## src/rtl/load_store_unit_pkg.sv

```systemverilog
// Shared types and decode helpers for the load/store unit: funct3 codes,
// access sizes, FSM states and the byte-mask / legality functions.
package load_store_unit_pkg;

    localparam logic [2:0] F3_LB  = 3'b000;
    localparam logic [2:0] F3_LH  = 3'b001;
    localparam logic [2:0] F3_LW  = 3'b010;
    localparam logic [2:0] F3_LBU = 3'b100;
    localparam logic [2:0] F3_LHU = 3'b101;
    localparam logic [2:0] F3_SB  = 3'b000;
    localparam logic [2:0] F3_SH  = 3'b001;
    localparam logic [2:0] F3_SW  = 3'b010;

    typedef enum logic [1:0] {
        SZ_B = 2'b00,
        SZ_H = 2'b01,
        SZ_W = 2'b10
    } size_e;

    typedef enum logic [2:0] {
        ST_IDLE,
        ST_REQ0,
        ST_RD0,
        ST_REQ1,
        ST_RD1,
        ST_RESP
    } state_e;

    function automatic logic [3:0] size_mask(input logic [1:0] size);
        logic [3:0] mask;
        case (size_e'(size))
            SZ_B:    mask = 4'b0001;
            SZ_H:    mask = 4'b0011;
            SZ_W:    mask = 4'b1111;
            default: mask = 4'b0000;
        endcase
        return mask;
    endfunction

    function automatic logic funct3_legal(input logic we, input logic [2:0] f3);
        logic ok;
        if (we) begin
            ok = (f3 == F3_SB) || (f3 == F3_SH) || (f3 == F3_SW);
        end else begin
            ok = (f3 == F3_LB) || (f3 == F3_LH) || (f3 == F3_LW) ||
                 (f3 == F3_LBU) || (f3 == F3_LHU);
        end
        return ok;
    endfunction

endpackage

```

## src/rtl/load_store_unit_if.sv

```systemverilog
// Request, response and data-memory signals of the load/store unit.
// The master modport is the unit's own view; slave is the surrounding core/memory.
interface load_store_unit_if #(
    parameter int AW = 32
);
    logic          req_valid;
    logic          req_ready;
    logic          req_we;
    logic [2:0]    req_funct3;
    logic [AW-1:0] req_addr;
    logic [31:0]   req_wdata;

    logic          rsp_valid;
    logic [31:0]   rsp_rdata;
    logic          rsp_err;

    logic          mem_req;
    logic          mem_gnt;
    logic          mem_we;
    logic [3:0]    mem_be;
    logic [AW-1:0] mem_addr;
    logic [31:0]   mem_wdata;
    logic          mem_rvalid;
    logic [31:0]   mem_rdata;

    modport master (
        input  req_valid, req_we, req_funct3, req_addr, req_wdata,
        input  mem_gnt, mem_rvalid, mem_rdata,
        output req_ready, rsp_valid, rsp_rdata, rsp_err,
        output mem_req, mem_we, mem_be, mem_addr, mem_wdata
    );

    modport slave (
        output req_valid, req_we, req_funct3, req_addr, req_wdata,
        output mem_gnt, mem_rvalid, mem_rdata,
        input  req_ready, rsp_valid, rsp_rdata, rsp_err,
        input  mem_req, mem_we, mem_be, mem_addr, mem_wdata
    );

endinterface

```

## src/rtl/load_store_unit_align.sv

```systemverilog
// Combinational lane alignment: wide byte enables, per-beat write data, and
// load extraction with sign/zero extension from the two captured read words.
module load_store_unit_align
    import load_store_unit_pkg::*;
(
    input  logic [2:0]  funct3,
    input  logic [1:0]  off,
    input  logic [31:0] wdata,
    input  logic [31:0] rd0,
    input  logic [31:0] rd1,
    output logic [7:0]  be8,
    output logic [31:0] wdata0,
    output logic [31:0] wdata1,
    output logic [31:0] load_data
);

    logic [63:0] wide_wdata;
    logic [31:0] shifted;
    logic        sign_ext;

    // Shifting a 64-bit window lets the upper half carry the spill-over beat.
    always_comb begin
        be8        = {4'b0000, size_mask(funct3[1:0])} << off;
        wide_wdata = {32'h0, wdata} << {off, 3'b000};
        wdata0     = wide_wdata[31:0];
        wdata1     = wide_wdata[63:32];
        shifted    = 32'({rd1, rd0} >> {off, 3'b000});
        sign_ext   = !funct3[2];
        case (size_e'(funct3[1:0]))
            SZ_B:    load_data = {{24{sign_ext & shifted[7]}}, shifted[7:0]};
            SZ_H:    load_data = {{16{sign_ext & shifted[15]}}, shifted[15:0]};
            default: load_data = shifted;
        endcase
    end

endmodule

```

## src/rtl/load_store_unit.sv

```systemverilog
// Data-memory initiator: accepts one load/store, issues one or two word beats,
// and returns extended load data with a single-cycle response pulse.
module load_store_unit
    import load_store_unit_pkg::*;
#(
    parameter bit SPLIT_EN = 1'b1,
    parameter int AW       = 32
) (
    input  logic               clk,
    input  logic               srst_n,
    load_store_unit_if.master  bus
);

    state_e        state;
    logic          we_q;
    logic [2:0]    funct3_q;
    logic [1:0]    off_q;
    logic [AW-1:0] base_q;
    logic [31:0]   wdata_q;
    logic [31:0]   rd0_q;

    logic          req_ready_q;
    logic          rsp_valid_q;
    logic          rsp_err_q;
    logic [31:0]   rsp_rdata_q;
    logic          mem_req_q;
    logic          mem_we_q;
    logic [3:0]    mem_be_q;
    logic [AW-1:0] mem_addr_q;
    logic [31:0]   mem_wdata_q;

    logic          idle;
    logic [2:0]    cur_funct3;
    logic [1:0]    cur_off;
    logic [31:0]   cur_wdata;
    logic [31:0]   rd0_in;
    logic [31:0]   rd1_in;
    logic [7:0]    be8;
    logic [31:0]   wdata0;
    logic [31:0]   wdata1;
    logic [31:0]   load_data;
    logic          crosses;
    logic          legal;
    logic [AW-1:0] req_base;

    // In IDLE the aligner sees the live request so beat0 can launch on accept;
    // afterwards it works from the latched copy.
    assign idle       = (state == ST_IDLE);
    assign cur_funct3 = idle ? bus.req_funct3    : funct3_q;
    assign cur_off    = idle ? bus.req_addr[1:0] : off_q;
    assign cur_wdata  = idle ? bus.req_wdata     : wdata_q;
    assign rd0_in     = (state == ST_RD0) ? bus.mem_rdata : rd0_q;
    assign rd1_in     = (state == ST_RD1) ? bus.mem_rdata : 32'h0;
    assign crosses    = |be8[7:4];
    assign legal      = funct3_legal(bus.req_we, bus.req_funct3);
    assign req_base   = {bus.req_addr[AW-1:2], 2'b00};

    load_store_unit_align u_align (
        .funct3    (cur_funct3),
        .off       (cur_off),
        .wdata     (cur_wdata),
        .rd0       (rd0_in),
        .rd1       (rd1_in),
        .be8       (be8),
        .wdata0    (wdata0),
        .wdata1    (wdata1),
        .load_data (load_data)
    );

    always_ff @(posedge clk) begin
        if (!srst_n) begin
            state       <= ST_IDLE;
            we_q        <= 1'b0;
            funct3_q    <= 3'b000;
            off_q       <= 2'b00;
            base_q      <= '0;
            wdata_q     <= 32'h0;
            rd0_q       <= 32'h0;
            req_ready_q <= 1'b1;
            rsp_valid_q <= 1'b0;
            rsp_err_q   <= 1'b0;
            rsp_rdata_q <= 32'h0;
            mem_req_q   <= 1'b0;
            mem_we_q    <= 1'b0;
            mem_be_q    <= 4'b0000;
            mem_addr_q  <= '0;
            mem_wdata_q <= 32'h0;
        end else begin
            case (state)
                ST_IDLE: begin
                    if (bus.req_valid && req_ready_q) begin
                        we_q        <= bus.req_we;
                        funct3_q    <= bus.req_funct3;
                        off_q       <= bus.req_addr[1:0];
                        base_q      <= req_base;
                        wdata_q     <= bus.req_wdata;
                        req_ready_q <= 1'b0;
                        if (!legal || (crosses && !SPLIT_EN)) begin
                            state       <= ST_RESP;
                            rsp_valid_q <= 1'b1;
                            rsp_err_q   <= 1'b1;
                            rsp_rdata_q <= 32'h0;
                        end else begin
                            state       <= ST_REQ0;
                            mem_req_q   <= 1'b1;
                            mem_we_q    <= bus.req_we;
                            mem_be_q    <= be8[3:0];
                            mem_addr_q  <= req_base;
                            mem_wdata_q <= bus.req_we ? wdata0 : 32'h0;
                        end
                    end
                end
                ST_REQ0: begin
                    if (bus.mem_gnt) begin
                        mem_req_q <= 1'b0;
                        if (!we_q) begin
                            state <= ST_RD0;
                        end else if (crosses) begin
                            state       <= ST_REQ1;
                            mem_req_q   <= 1'b1;
                            mem_be_q    <= be8[7:4];
                            mem_addr_q  <= base_q + AW'(4);
                            mem_wdata_q <= wdata1;
                        end else begin
                            state       <= ST_RESP;
                            rsp_valid_q <= 1'b1;
                            rsp_rdata_q <= 32'h0;
                        end
                    end
                end
                ST_RD0: begin
                    if (bus.mem_rvalid) begin
                        rd0_q <= bus.mem_rdata;
                        if (crosses) begin
                            state       <= ST_REQ1;
                            mem_req_q   <= 1'b1;
                            mem_be_q    <= be8[7:4];
                            mem_addr_q  <= base_q + AW'(4);
                            mem_wdata_q <= 32'h0;
                        end else begin
                            state       <= ST_RESP;
                            rsp_valid_q <= 1'b1;
                            rsp_rdata_q <= load_data;
                        end
                    end
                end
                ST_REQ1: begin
                    if (bus.mem_gnt) begin
                        mem_req_q <= 1'b0;
                        if (we_q) begin
                            state       <= ST_RESP;
                            rsp_valid_q <= 1'b1;
                            rsp_rdata_q <= 32'h0;
                        end else begin
                            state <= ST_RD1;
                        end
                    end
                end
                ST_RD1: begin
                    if (bus.mem_rvalid) begin
                        state       <= ST_RESP;
                        rsp_valid_q <= 1'b1;
                        rsp_rdata_q <= load_data;
                    end
                end
                ST_RESP: begin
                    state       <= ST_IDLE;
                    rsp_valid_q <= 1'b0;
                    rsp_err_q   <= 1'b0;
                    rsp_rdata_q <= 32'h0;
                    req_ready_q <= 1'b1;
                end
                default: begin
                    state <= ST_IDLE;
                end
            endcase
        end
    end

    assign bus.req_ready = req_ready_q;
    assign bus.rsp_valid = rsp_valid_q;
    assign bus.rsp_err   = rsp_err_q;
    assign bus.rsp_rdata = rsp_rdata_q;
    assign bus.mem_req   = mem_req_q;
    assign bus.mem_we    = mem_we_q;
    assign bus.mem_be    = mem_be_q;
    assign bus.mem_addr  = mem_addr_q;
    assign bus.mem_wdata = mem_wdata_q;

endmodule

```

## src/flat_wrapper.sv

```systemverilog
// flat-port wrapper written by rule: the top's interface ports become plain ports
module load_store_unit_flat import load_store_unit_pkg::*;
#(
    parameter bit SPLIT_EN = 1'b1,
    parameter int AW       = 32
)
  (clk, srst_n, bus_req_valid, bus_req_we, bus_req_funct3, bus_req_addr, bus_req_wdata, bus_mem_gnt, bus_mem_rvalid, bus_mem_rdata, bus_req_ready, bus_rsp_valid, bus_rsp_rdata, bus_rsp_err, bus_mem_req, bus_mem_we, bus_mem_be, bus_mem_addr, bus_mem_wdata);
  load_store_unit_if #(.AW(AW)) bus_i ();
  input  logic clk;
  input  logic srst_n;
  input wire logic [$bits(bus_i.req_valid)-1:0] bus_req_valid;
  input wire logic [$bits(bus_i.req_we)-1:0] bus_req_we;
  input wire logic [$bits(bus_i.req_funct3)-1:0] bus_req_funct3;
  input wire logic [$bits(bus_i.req_addr)-1:0] bus_req_addr;
  input wire logic [$bits(bus_i.req_wdata)-1:0] bus_req_wdata;
  input wire logic [$bits(bus_i.mem_gnt)-1:0] bus_mem_gnt;
  input wire logic [$bits(bus_i.mem_rvalid)-1:0] bus_mem_rvalid;
  input wire logic [$bits(bus_i.mem_rdata)-1:0] bus_mem_rdata;
  output wire logic [$bits(bus_i.req_ready)-1:0] bus_req_ready;
  output wire logic [$bits(bus_i.rsp_valid)-1:0] bus_rsp_valid;
  output wire logic [$bits(bus_i.rsp_rdata)-1:0] bus_rsp_rdata;
  output wire logic [$bits(bus_i.rsp_err)-1:0] bus_rsp_err;
  output wire logic [$bits(bus_i.mem_req)-1:0] bus_mem_req;
  output wire logic [$bits(bus_i.mem_we)-1:0] bus_mem_we;
  output wire logic [$bits(bus_i.mem_be)-1:0] bus_mem_be;
  output wire logic [$bits(bus_i.mem_addr)-1:0] bus_mem_addr;
  output wire logic [$bits(bus_i.mem_wdata)-1:0] bus_mem_wdata;
  assign bus_i.req_valid = bus_req_valid;
  assign bus_i.req_we = bus_req_we;
  assign bus_i.req_funct3 = bus_req_funct3;
  assign bus_i.req_addr = bus_req_addr;
  assign bus_i.req_wdata = bus_req_wdata;
  assign bus_i.mem_gnt = bus_mem_gnt;
  assign bus_i.mem_rvalid = bus_mem_rvalid;
  assign bus_i.mem_rdata = bus_mem_rdata;
  assign bus_req_ready = bus_i.req_ready;
  assign bus_rsp_valid = bus_i.rsp_valid;
  assign bus_rsp_rdata = bus_i.rsp_rdata;
  assign bus_rsp_err = bus_i.rsp_err;
  assign bus_mem_req = bus_i.mem_req;
  assign bus_mem_we = bus_i.mem_we;
  assign bus_mem_be = bus_i.mem_be;
  assign bus_mem_addr = bus_i.mem_addr;
  assign bus_mem_wdata = bus_i.mem_wdata;
  load_store_unit #(.SPLIT_EN(SPLIT_EN), .AW(AW)) u_core (.clk(clk), .srst_n(srst_n), .bus(bus_i));
endmodule
```

## config.mk

```make
export PLATFORM = sky130hd
export DESIGN_NAME = load_store_unit_flat
export DESIGN_NICKNAME = d
export VERILOG_FILES = /design/src/rtl/load_store_unit_pkg.sv /design/src/rtl/load_store_unit_if.sv /design/src/rtl/load_store_unit_align.sv /design/src/rtl/load_store_unit.sv /design/src/flat_wrapper.sv
export SDC_FILE = /design/constraint.sdc
export NUM_CORES = 1
export LEC_CHECK = 0
export ABC_AREA = 1
export BUFFER_PORTS_ARGS = -buffer_cell sky130_fd_sc_hd__buf_2
export CAP_MARGIN = 40
export CORE_AREA = 2 2 160 162
export DETAILED_ROUTE_END_ITERATION = 7
export DIE_AREA = 0 0 162 164
export PLACE_DENSITY = 0.75
export REMOVE_ABC_BUFFERS = 1
export SETUP_SLACK_MARGIN = 0.3
export SYNTH_ARGS = -nofsm -noshare
export SYNTH_HDL_FRONTEND = slang
export SYNTH_HIERARCHICAL = 1
export SYNTH_SLANG_ARGS = --single-unit
```

## constraint.sdc

```tcl
create_clock -name clk -period 2.8 [get_ports clk]
set_input_delay 0.28 -clock clk [delete_from_list [all_inputs] [get_ports clk]]
set_output_delay 0.28 -clock clk [all_outputs]
set_load 0.005 [all_outputs]
```

==> summary.md <==
| Metric | Value |
|---|---|
| Status | finished, final reports clean |
| Final GP Congestion | approximately 0.93 |
| Synthesized area | ~12,000 µm² |
| Clk sinks | 206 |
| Slowest Stage Delay on Critical Path | 0.33 ns |
| Drt first pass iters | 6 |
| Worst Clk Skew | between 0.01 and 0.015 ns |
| Gr ovfl total | 0 |
| Most common cell on crit path | inv_2 |
| Initial Util | 49.40% |
| R2R Setup Slk | 0.05 ns |
| Crit path required time | 3.25 ns |
| Vias in the first global route | 12.29k |
| Worst path slowest cell | dfxtp_2 |
| RSZ-0062 raised after global routing | yes |
| Leak | 0.006523 µW |
| Final instance area | approximately 15,000 µm² |
| Critical Path Source | u_core/state[0] |
| Reg area | 4126 µm² |
| P&R area growth vs syn | 21.54% |
| Die height | 164 µm |
| CP Max Fanout | 8 |
| Tcrit/Tclk final | 98.05% |
| Util after Layout | 60.04% |
| Reg2Reg Depth | 19 |
| Worst-Skew Late Latency | approximately 0.52 ns |
| Final min period | 2.745 ns |
| Multi-input gate area | 6953 µm² |
| Hold WS | 0.02438 ns |
| Max Cap Violations | 0 |
| DP HPWL | 24,270 µm |
| Buffers on Ports | 207 |
| Post-DRT Antenna Nets | 0 |
| Power Density | 1417 nW/µm² |
| Worst Tran Pin Value | 0.6834 ns |
| Floorplan row count | 58 |
| Setup ws final | approximately 0.055 ns |
| Hold path depth | 3 |
| Final Net Count | 2,271 |
| Worst min-delay path class | in2reg |
| Via Count | 13.57k |
| Cts bufs inserted | 24 |
| Maximum VDD drop | between 0.7 and 0.8 mV |
| Placed inst area | roughly 13,000 µm² |
| Hold path startpoint | bus_req_addr[6] |
| Synth warnings | 6 |
| Fraction of layout cells with a size suffix above 1 | 16.94% |
| Crit start category | flop |
| Top-Level Pins | 210 |
| Longest Clk Path Bufs | 3 |
| Crit end category | flop |
| Vias per cell | 5.405 |
| CTS root buf | clkbuf_16 |
| Total GRT Usage | 27.96% |
| Fillers | 2,382 |
| Mean Syn Cell Area | 6.114 µm² |
| WL/cell | 15.31 µm |
| Iter 0 DRT Violations | 1,193 |
| Number of remaining DRC errors | 0 |
| Die width | 162 µm |
| Fmax | between 300 and 400 MHz |
| Initial antenna violation count | 4 |
| Hold EP | u_core/base_q[6] |
| Placement Setup Slack | -0.09136 ns |
| H-tree depth | 1 |
| Worst-path cell chain | nor2_4 > inv_2 > nor2_4 > inv_2 > o21ai_2 > inv_2 > ha_4 > mux2i_2 > o22ai_1 > inv_1 > nand4_1 > nand2_2 > buf_6 > o21ai_4 > nor3_4 > buf_6 > clkbuf_16 > nor2_1 > nor2_1 |
| Setup Viol. Count Final | 0 |
| Clock slew at reported path FFs | 0.06 ns |
| TritonCTS clock tree | done |
| Reg2reg end | u_core/bus.rsp_rdata[5] |
| Hold Vio Cnt, Final | 0 |
| CP Data Arrival Time | 3.19 ns |
| Crit path kind | reg2reg |
| First-pass GRT wire length | between 60,000 and 70,000 µm |
| Slew Viols, Final | 0 |
| Synth Instances | 2,005 |
| Die area | roughly 27,000 µm² |
| Largest net degree at the start of global routing | 150 |
| Placeable core region | 24,820 µm² |
| Final wirelength | 38,450 µm |
| Worst R2R Start | u_core/state[0] |
| Worst rel slew slack | 54.44% |
## what timing repair did
item,in CTS,in global routing
setup endpoints to repair,101,101
hold buffers,1,0
gates cloned,8,1
resized for setup,44,27
buffers inserted,16,1
pin swaps,8,14
endpoints found under the hold margin,1,0
## stage by stage
| step | power [µW] | setup TNS (ns) | instances |
|---|---|---|---|
| after global placement | 15360 | 0 | 2437 |
| after global routing | 22750 | -8.885 | 2509 |
| after CTS | 20620 | 0 | 2506 |
| final | 21110 | 0 | 2511 |
| after detailed placement | 15590 | -1.287 | 2438 |
| after floorplan | 10560 | -763.55 | 1858 |
## cell usage in the layout (no fill, tap or decap), types with 6 or more instances in the layout
cell type,instances
a21oi_1,201
a21oi_2,6
a22oi_1,7
buf_12,17
buf_16,7
buf_2,206
buf_4,34
buf_6,9
clkbuf_16,26
clkbuf_8,7
clkinv_2,7
conb_1,11
dfxtp_1,204
inv_1,133
inv_2,7
mux2i_1,14
nand2_1,515
nand3_1,198
nor2_1,269
nor2_2,6
o21ai_0,206
o21ai_1,25
## cell type report
cell class	count	share of cell area (%)
clock buffer	34	4.895
sequential	206	27.69
timing repair buffer	277	13.44
antenna	3	0.05038
inverter	143	3.678
tap	330	2.771
clock inverter	9	0.8061
multi-input combinational	1509	46.66
## registers in the layout (all words and copies together) (netlist names), 2 cells and up
signal,flops
u_core/state,3
u_core/funct3_q,3
u_core/bus.rsp_rdata,32
u_core/base_q,30
u_core/bus.mem_be,4
u_core/off_q,2
u_core/bus.mem_wdata,32
u_core/rd0_q,32
u_core/wdata_q,32
u_core/bus.mem_addr,30
## where the power goes
part / total (µW) / switching [µW] / internal [µW]
Combinational: 13300 / 8140 / 5150
Sequential: 4460 / 559 / 3900
Clock: 3350 / 1270 / 2080
Total: 21100 / 9970 / 11100
## worst max-delay path by stage
stage	to	cells past startpoint
4_1_cts	u_core/bus.rsp_rdata[28]	19
3_5_place_dp	u_core/bus.mem_wdata[10]	18
5_1_grt	u_core/bus.rsp_rdata[4]	19
6_report	u_core/bus.rsp_rdata[5]	19
3_3_place_gp	u_core/bus.mem_wdata[22]	18
2_1_floorplan	u_core/bus.mem_addr[11]	15
## worst max-delay path, delay by kind of cell (launching register included)
kind / cells / cell delay, ns
AOI/OAI and AO/OA: 3 / 0.35
adders and majority gates: 1 / 0.22
buffers and inverters: 7 / 0.72
DFF: 1 / 0.33
muxes: 1 / 0.17
and+or+nand+nor: 7 / 0.88
## routing by layer
| layer | share of wire [%] | GRT usage (%) |
|---|---|---|
| met4 | 2.9 | 9.131 |
| met5 | 0.042 | 0 |
| met3 | 9.0 | 4.697 |
| met2 | 44 | 45.42 |
| met1 | 44 | 37.92 |
Note: power is estimated with default switching activity, not from simulation.
